$ cat config.mk
export PLATFORM = sky130hd
export DESIGN_NAME = ps2_key_rx
export DESIGN_NICKNAME = d
export VERILOG_FILES = /design/src/rtl/ps2_pkg.sv /design/src/rtl/ps2_frame_rx.sv /design/src/rtl/ps2_key_rx.sv
export SDC_FILE = /design/constraint.sdc
export NUM_CORES = 1
export LEC_CHECK = 0
export CAP_MARGIN = 10
export CORE_ASPECT_RATIO = 0.5
export CORE_MARGIN = 10
export CORE_UTILIZATION = 35
export DETAILED_ROUTE_END_ITERATION = 16
export GPL_TIMING_DRIVEN = 1
export PLACE_DENSITY_LB_ADDON = 0.2
export REMOVE_ABC_BUFFERS = 1
export SLEW_MARGIN = 10
export SYNTH_ARGS = -nofsm -noshare
export SYNTH_HDL_FRONTEND = slang
export SYNTH_SLANG_ARGS = --single-unit
$ cat constraint.sdc
create_clock -name clk_i -period 2.2 [get_ports clk_i]
set_clock_uncertainty 0.1 [all_clocks]
set_input_delay 0.66 -clock clk_i [delete_from_list [all_inputs] [get_ports clk_i]]
set_output_delay 0.66 -clock clk_i [all_outputs]
set_load 0.1 [all_outputs]
$ cat src/rtl/ps2_pkg.sv
// ps2_pkg
// Shared definitions for the PS/2 keyboard receiver: set-2 scan-code
// constants used by the key decoder and the frame FSM state encoding.
// No ports.
package ps2_pkg;

    localparam logic [7:0] SC_EXT   = 8'hE0;
    localparam logic [7:0] SC_BRK   = 8'hF0;
    localparam logic [7:0] SC_LEFT  = 8'h6B;
    localparam logic [7:0] SC_RIGHT = 8'h74;
    localparam logic [7:0] SC_SPACE = 8'h29;
    localparam logic [7:0] SC_ENTER = 8'h5A;

    typedef enum logic [1:0] {
        ST_IDLE   = 2'd0,
        ST_DATA   = 2'd1,
        ST_PARITY = 2'd2,
        ST_STOP   = 2'd3
    } rxState_e;

endpackage

$ cat src/rtl/ps2_frame_rx.sv
// ps2_frame_rx
// Conditions the raw PS/2 clock/data lines (2-flop synchronizers plus a
// glitch filter on the clock) and receives 11-bit frames: start, 8 data
// bits LSB first, odd parity, stop. A mid-frame stall longer than
// TIMEOUT_CYCLES aborts the frame.
// Ports:
//   clk_i        system clock
//   rst_i        asynchronous active-high reset
//   ps2_clk_i    raw PS/2 clock, asynchronous, idle high
//   ps2_data_i   raw PS/2 data, asynchronous, idle high
//   rx_byte_o    last correctly received byte
//   rx_valid_o   one-cycle pulse when rx_byte_o updates
//   frame_err_o  one-cycle pulse on parity/stop/timeout error
module ps2_frame_rx
    import ps2_pkg::*;
#(
    parameter int FILTER_LEN     = 8,
    parameter int TIMEOUT_CYCLES = 200000
) (
    input  logic       clk_i,
    input  logic       rst_i,
    input  logic       ps2_clk_i,
    input  logic       ps2_data_i,
    output logic [7:0] rx_byte_o,
    output logic       rx_valid_o,
    output logic       frame_err_o
);

    localparam int FW = $clog2(FILTER_LEN + 1);
    localparam int TW = $clog2(TIMEOUT_CYCLES + 1);

    logic [1:0]    clkSync_q;
    logic [1:0]    dataSync_q;
    logic          filtClk_q;
    logic [FW-1:0] filtCnt_q;
    logic          fall_q;

    rxState_e      state_q;
    logic [2:0]    bitCnt_q;
    logic [7:0]    shift_q;
    logic          parity_q;
    logic [7:0]    rxByte_q;
    logic          rxValid_q;
    logic          frameErr_q;
    logic [TW-1:0] timer_q;

    logic          dataBit;

    assign dataBit = dataSync_q[1];

    // The filtered clock only follows the synchronized clock after
    // FILTER_LEN consecutive samples disagree with it; a falling edge is
    // flagged for one cycle when it flips to 0.
    always_ff @(posedge clk_i or posedge rst_i) begin
        if (rst_i) begin
            clkSync_q  <= 2'b11;
            dataSync_q <= 2'b11;
            filtClk_q  <= 1'b1;
            filtCnt_q  <= '0;
            fall_q     <= 1'b0;
        end else begin
            clkSync_q  <= {clkSync_q[0], ps2_clk_i};
            dataSync_q <= {dataSync_q[0], ps2_data_i};
            fall_q     <= 1'b0;
            if (clkSync_q[1] == filtClk_q) begin
                filtCnt_q <= '0;
            end else if (filtCnt_q == FW'(FILTER_LEN - 1)) begin
                filtClk_q <= clkSync_q[1];
                filtCnt_q <= '0;
                fall_q    <= ~clkSync_q[1];
            end else begin
                filtCnt_q <= filtCnt_q + 1'b1;
            end
        end
    end

    // Frame FSM with registered pulses. The stall timer only runs while a
    // frame is in progress and restarts on every falling edge.
    always_ff @(posedge clk_i or posedge rst_i) begin
        if (rst_i) begin
            state_q    <= ST_IDLE;
            bitCnt_q   <= '0;
            shift_q    <= '0;
            parity_q   <= 1'b0;
            rxByte_q   <= '0;
            rxValid_q  <= 1'b0;
            frameErr_q <= 1'b0;
            timer_q    <= '0;
        end else begin
            rxValid_q  <= 1'b0;
            frameErr_q <= 1'b0;
            if (state_q == ST_IDLE) begin
                timer_q <= '0;
                if (fall_q && !dataBit) begin
                    state_q  <= ST_DATA;
                    bitCnt_q <= '0;
                end
            end else if (fall_q) begin
                timer_q <= '0;
                unique case (state_q)
                    ST_DATA: begin
                        shift_q  <= {dataBit, shift_q[7:1]};
                        bitCnt_q <= bitCnt_q + 3'd1;
                        if (bitCnt_q == 3'd7) begin
                            state_q <= ST_PARITY;
                        end
                    end
                    ST_PARITY: begin
                        parity_q <= dataBit;
                        state_q  <= ST_STOP;
                    end
                    ST_STOP: begin
                        // Odd parity: data plus parity bit hold an odd count of 1s.
                        if (dataBit && (^{shift_q, parity_q})) begin
                            rxByte_q  <= shift_q;
                            rxValid_q <= 1'b1;
                        end else begin
                            frameErr_q <= 1'b1;
                        end
                        state_q <= ST_IDLE;
                    end
                    default: state_q <= ST_IDLE;
                endcase
            end else if (timer_q == TW'(TIMEOUT_CYCLES - 1)) begin
                frameErr_q <= 1'b1;
                state_q    <= ST_IDLE;
                timer_q    <= '0;
            end else begin
                timer_q <= timer_q + 1'b1;
            end
        end
    end

    assign rx_byte_o   = rxByte_q;
    assign rx_valid_o  = rxValid_q;
    assign frame_err_o = frameErr_q;

endmodule

$ cat src/rtl/ps2_key_rx.sv
// ps2_key_rx
// PS/2 keyboard receiver for the game controls. Receives frames through
// ps2_frame_rx and turns set-2 make/break sequences into held-key levels.
// Ports:
//   clk_i        system clock, 100 MHz
//   rst_i        asynchronous active-high reset
//   ps2_clk_i    raw PS/2 clock, idle high
//   ps2_data_i   raw PS/2 data, idle high
//   rx_byte_o    last correctly received byte
//   rx_valid_o   one-cycle pulse when rx_byte_o updates
//   frame_err_o  one-cycle pulse on a receive error
//   key_left_o   left arrow (E0 6B) held
//   key_right_o  right arrow (E0 74) held
//   key_pause_o  space (29) held
//   key_start_o  enter (5A) held
module ps2_key_rx
    import ps2_pkg::*;
#(
    parameter int FILTER_LEN     = 8,
    parameter int TIMEOUT_CYCLES = 200000
) (
    input  logic       clk_i,
    input  logic       rst_i,
    input  logic       ps2_clk_i,
    input  logic       ps2_data_i,
    output logic [7:0] rx_byte_o,
    output logic       rx_valid_o,
    output logic       frame_err_o,
    output logic       key_left_o,
    output logic       key_right_o,
    output logic       key_pause_o,
    output logic       key_start_o
);

    logic [7:0] rxByte;
    logic       rxValid;
    logic       frameErr;

    logic ext_q;
    logic brk_q;
    logic left_q;
    logic right_q;
    logic pause_q;
    logic start_q;

    ps2_frame_rx #(
        .FILTER_LEN     (FILTER_LEN),
        .TIMEOUT_CYCLES (TIMEOUT_CYCLES)
    ) uFrameRx (
        .clk_i       (clk_i),
        .rst_i       (rst_i),
        .ps2_clk_i   (ps2_clk_i),
        .ps2_data_i  (ps2_data_i),
        .rx_byte_o   (rxByte),
        .rx_valid_o  (rxValid),
        .frame_err_o (frameErr)
    );

    // Prefix flags are consumed by the next key code. The arrow codes only
    // count when extended and space/enter only when not extended, so the
    // keypad keys sharing those codes are ignored. A receive error drops
    // any pending prefix but leaves the key levels alone.
    always_ff @(posedge clk_i or posedge rst_i) begin
        if (rst_i) begin
            ext_q   <= 1'b0;
            brk_q   <= 1'b0;
            left_q  <= 1'b0;
            right_q <= 1'b0;
            pause_q <= 1'b0;
            start_q <= 1'b0;
        end else if (rxValid) begin
            if (rxByte == SC_EXT) begin
                ext_q <= 1'b1;
            end else if (rxByte == SC_BRK) begin
                brk_q <= 1'b1;
            end else begin
                if (ext_q && rxByte == SC_LEFT) begin
                    left_q <= ~brk_q;
                end
                if (ext_q && rxByte == SC_RIGHT) begin
                    right_q <= ~brk_q;
                end
                if (!ext_q && rxByte == SC_SPACE) begin
                    pause_q <= ~brk_q;
                end
                if (!ext_q && rxByte == SC_ENTER) begin
                    start_q <= ~brk_q;
                end
                ext_q <= 1'b0;
                brk_q <= 1'b0;
            end
        end else if (frameErr) begin
            ext_q <= 1'b0;
            brk_q <= 1'b0;
        end
    end

    assign rx_byte_o   = rxByte;
    assign rx_valid_o  = rxValid;
    assign frame_err_o = frameErr;
    assign key_left_o  = left_q;
    assign key_right_o = right_q;
    assign key_pause_o = pause_q;
    assign key_start_o = start_q;

endmodule
==> out/qor.csv <==
stage;metric;value;unit
synth;synthDistinctLibCells;42;
synth;synth_mux_area_share;9.28;%
status;status;completed;
synth;seq_area_frac_synth;52.5;%
hold_path;min-delay-path-class;flop to flop;
worst_setup_path;r2r_slack;180;ps
timing;clock.fmax;0.494;GHz
placed_design;place.gp.congestion;0.767;
worst_setup_path;worst_path_largest_cell_delay;490;ps
timing;worst_pin_slew;356;ps
timing;finalSetupViolCount;0;
synth;synth_edf_count;0;
synth;yosys_warnings;0;
layout;num-nets-final;287;
power;power_density;838;nW/um2
timing;max_slew_margin;75.8;%
synth;yosys.area_share.xor_xnor;6.71;%
cts;htreeDepth;3;
grt;grt_max_degree;25;
power;p_total;2.97;mW
worst_setup_path;cp.required;2310;ps
cts;cts_tree;done;
synth;yosys.area.top_type;dfrtp_1;
power;irDropWorstVdd;0.000398;V
worst_setup_path;crit_path_max_fanout;8;
worst_setup_path;crit_arrival;2130;ps
worst_setup_path;worstSetupEndpointType;flop;
routing;routedWlPerCell;13.3;um
synth;async_flop_share;100;%
hold_path;hold_end;uFrameRx.clkSync_q[1]$_DFF_PP1_;
cts;postCtsSetupRepairBufs;0;
timing;rsz0062_at_grt;false;
layout;fin_util;47.1;%
timing;period_share;92.0;%
floorplan;initial_core_util;37.0;%
synth;synth-adder-area-share;4.05;%
run;cap_violations;0;
cts;root_buffer;clkbuf_16;
power;p_leak;1.55;nW
grt;grtUsageTotal;9.31;%
layout;fillers;672;
placed_design;port_buffers;17;
cts;postCtsHoldBufs;0;
timing;min_period;2020;ps
synth;synth_top_family_by_area;simple AND/OR/NAND/NOR gates;
routing;vias_per_cell;4.95;
layout;multi_input_area;1270;um2
layout;areaGrowthSynthToFinish;27.4;%
placed_design;dp_hpwl;3620;um
synth;syn_avg_cell_area;11.2;um2
worst_setup_path;reg2reg_to;uFrameRx.rx_byte_o[1]$_DFFE_PP0P_;
worst_setup_path;reg2regPathDepth;4;
cts;insertion_delay;320;ps
worst_setup_path;critPathKind;flop to flop;
timing;report.final.slew_viol_count;0;
floorplan;ioPinCount;18;
routing;routed_wl;5130;um
routing;vias;1909;
synth;synth_cells;248;
synth;synth_top_area_share;47.7;%
grt;antenna_found_initial;0;
synth;synth_compound_area_share;7.03;%
synth;syn_area;2780;um2
cts;postCtsResizedCells;0;
hold_path;hold-path-cell-count;0;
synth;synth_area_leaders;dfrtp_1 48%, mux2_2 8.1%, dfstp_2 4.7%;
synth;synth-seq-cells;58;
worst_setup_path;worstReg2RegStart;uFrameRx.shift_q[6]$_DFFE_PP0P_;
worst_setup_path;slowest_stage;xnor3_2;
routing;route.detailed.drc;0;
synth;ys.flop_type;dfrtp_1;
cts;cts_sinks;58;
layout;seqCellArea;1460;um2
grt;grt_pass1_vias;1931;
routing;dr.pass1.iters;4;
floorplan;die_w;146;um
worst_setup_path;start_kind;flop;
worst_setup_path;cp_top_family;multiplexers;
timing;setup-tns-final;0;ps
worst_setup_path;path_cells;xor2_1 > xnor3_2 > mux2i_4 > mux2_2;
floorplan;die_h;83.0;um
floorplan;dieArea;12100;um2
worst_setup_path;cp.buffers_inverters;0;
routing;ant_nets;0;
cts;clockBufferDepth;2;
grt;grt.overflow.total;0;
routing;drt-initial-drc-count;92;
floorplan;coreArea;7510;um2
layout;diodes;0;
grt;grt_pass1_wl;9260;um
synth;synth_simple_gate_area_share;18.6;%
cts;path_clk_slew;50;ps
timing;finalHoldViolCount;0;
layout;drive_gt1_share;21.9;%
cts;numCtsBuffers;9;
hold_path;worstHoldStart;uFrameRx.clkSync_q[0]$_DFF_PP1_;
floorplan;rows;22;
[kinds of logic after synthesis]
kind of cell	count (synthesis)
compound gates	34
xor+xnor	18
fa+ha+maj	9
buf+inv	13
flops	58
mux	22
simple gates	94
[synthesized netlist by cell type (2+ instances only)]
library cell	count
xnor2_1	6
nand3b_1	2
buf_2	2
or4_1	3
inv_1	7
nor2_1	20
and4_1	4
nor2b_1	4
nand4_1	8
nand3_1	10
xor2_1	10
o21ai_0	13
or3_1	6
a31oi_1	2
nand2_1	19
o31ai_1	3
dfstp_2	5
nor4b_1	2
mux2_2	20
nor3b_1	2
clkbuf_1	4
dfrtp_1	53
a21oi_1	12
nor4_1	2
nor3_1	4
ha_1	9
[cells in the final DEF (no fill, tap or decap), types with 2 or more instances in the layout]
cell,count
o21ai_0,13
dfstp_2,5
mux2_2,20
xor2_1,10
nand3b_1,2
nor4_1,2
dfrtp_1,53
nand2_1,19
buf_4,2
clkbuf_16,9
nor3b_1,2
a31oi_1,2
clkinv_2,2
nor2b_1,4
nand4_1,8
nor4b_1,2
nor2_1,20
or4_1,3
and4_1,4
buf_12,16
o31ai_1,3
ha_1,9
clkbuf_1,2
inv_1,6
a21oi_1,12
xnor2_1,6
or3_1,6
nand3_1,10
nor3_1,4
clkdlybuf4s50_1,3
[worst register-to-register path, delay by kind of cell, from the launching register on]
kind | cells | cell delay, ps
xor+xnor | 2 | 670
flops | 1 | 400
mux | 2 | 730
[registers in the layout, indices dropped and copies added (netlist names), 2 cells and up]
signal	cells
uFrameRx.timer_q	18
uFrameRx.rx_byte_o	8
uFrameRx.state_q	2
uFrameRx.filtCnt_q	4
uFrameRx.bitCnt_q	3
uFrameRx.shift_q	8
uFrameRx.clkSync_q	2
uFrameRx.dataSync_q	2
[worst max path at each step]
stage | startpoint | endpoint | slack [ps] | depth (start not counted)
2_1_floorplan | rst_i | brk_q$_DFFE_PP0P_ | 20 | 1
3_3_place_gp | uFrameRx.shift_q[6]$_DFFE_PP0P_ | uFrameRx.rx_byte_o[6]$_DFFE_PP0P_ | 200 | 4
3_5_place_dp | uFrameRx.shift_q[6]$_DFFE_PP0P_ | uFrameRx.rx_byte_o[7]$_DFFE_PP0P_ | 200 | 4
4_1_cts | uFrameRx.shift_q[6]$_DFFE_PP0P_ | uFrameRx.rx_byte_o[6]$_DFFE_PP0P_ | 150 | 4
5_1_grt | uFrameRx.shift_q[6]$_DFFE_PP0P_ | uFrameRx.rx_byte_o[1]$_DFFE_PP0P_ | 70 | 4
6_report | uFrameRx.shift_q[6]$_DFFE_PP0P_ | uFrameRx.rx_byte_o[1]$_DFFE_PP0P_ | 180 | 4
[metrics by stage]
stage | hold slack [ps] | instance area (um2) | worst slack (ps) | cells
final | 254 | 3540 | 176 | 386
after global routing | 260 | 3540 | 74.1 | 386
after detailed placement | 248 | 3250 | 196 | 371
after CTS | 255 | 3540 | 155 | 386
after global placement | 247 | 3250 | 199 | 371
after floorplan | 245 | 2750 | 20.3 | 242
[where the power goes]
group	total (mW)	internal [mW]	switching, mW	leakage, nW
clock network	1.33	0.894	0.439	0.142
logic	0.380	0.159	0.221	0.631
registers	1.25	1.18	0.0791	0.777
[layer usage]
layer	wire length [um]	track usage, %	vias to the layer above
li1	-	-	952
met1	2430	11.0	918
met2	2410	14.3	32
met3	229	4.27	7
met4	69	4.04	0
met5	0	0	-
[cell type report]
type	instances	area share (%)
clock buffer	12	6.96
clock inverter	3	1.13
inverter	7	0.742
multi-input combinational	177	35.8
sequential	58	41.2
tap	108	3.82
timing repair buffer	21	10.3
Power figures use the tool's default switching activity.
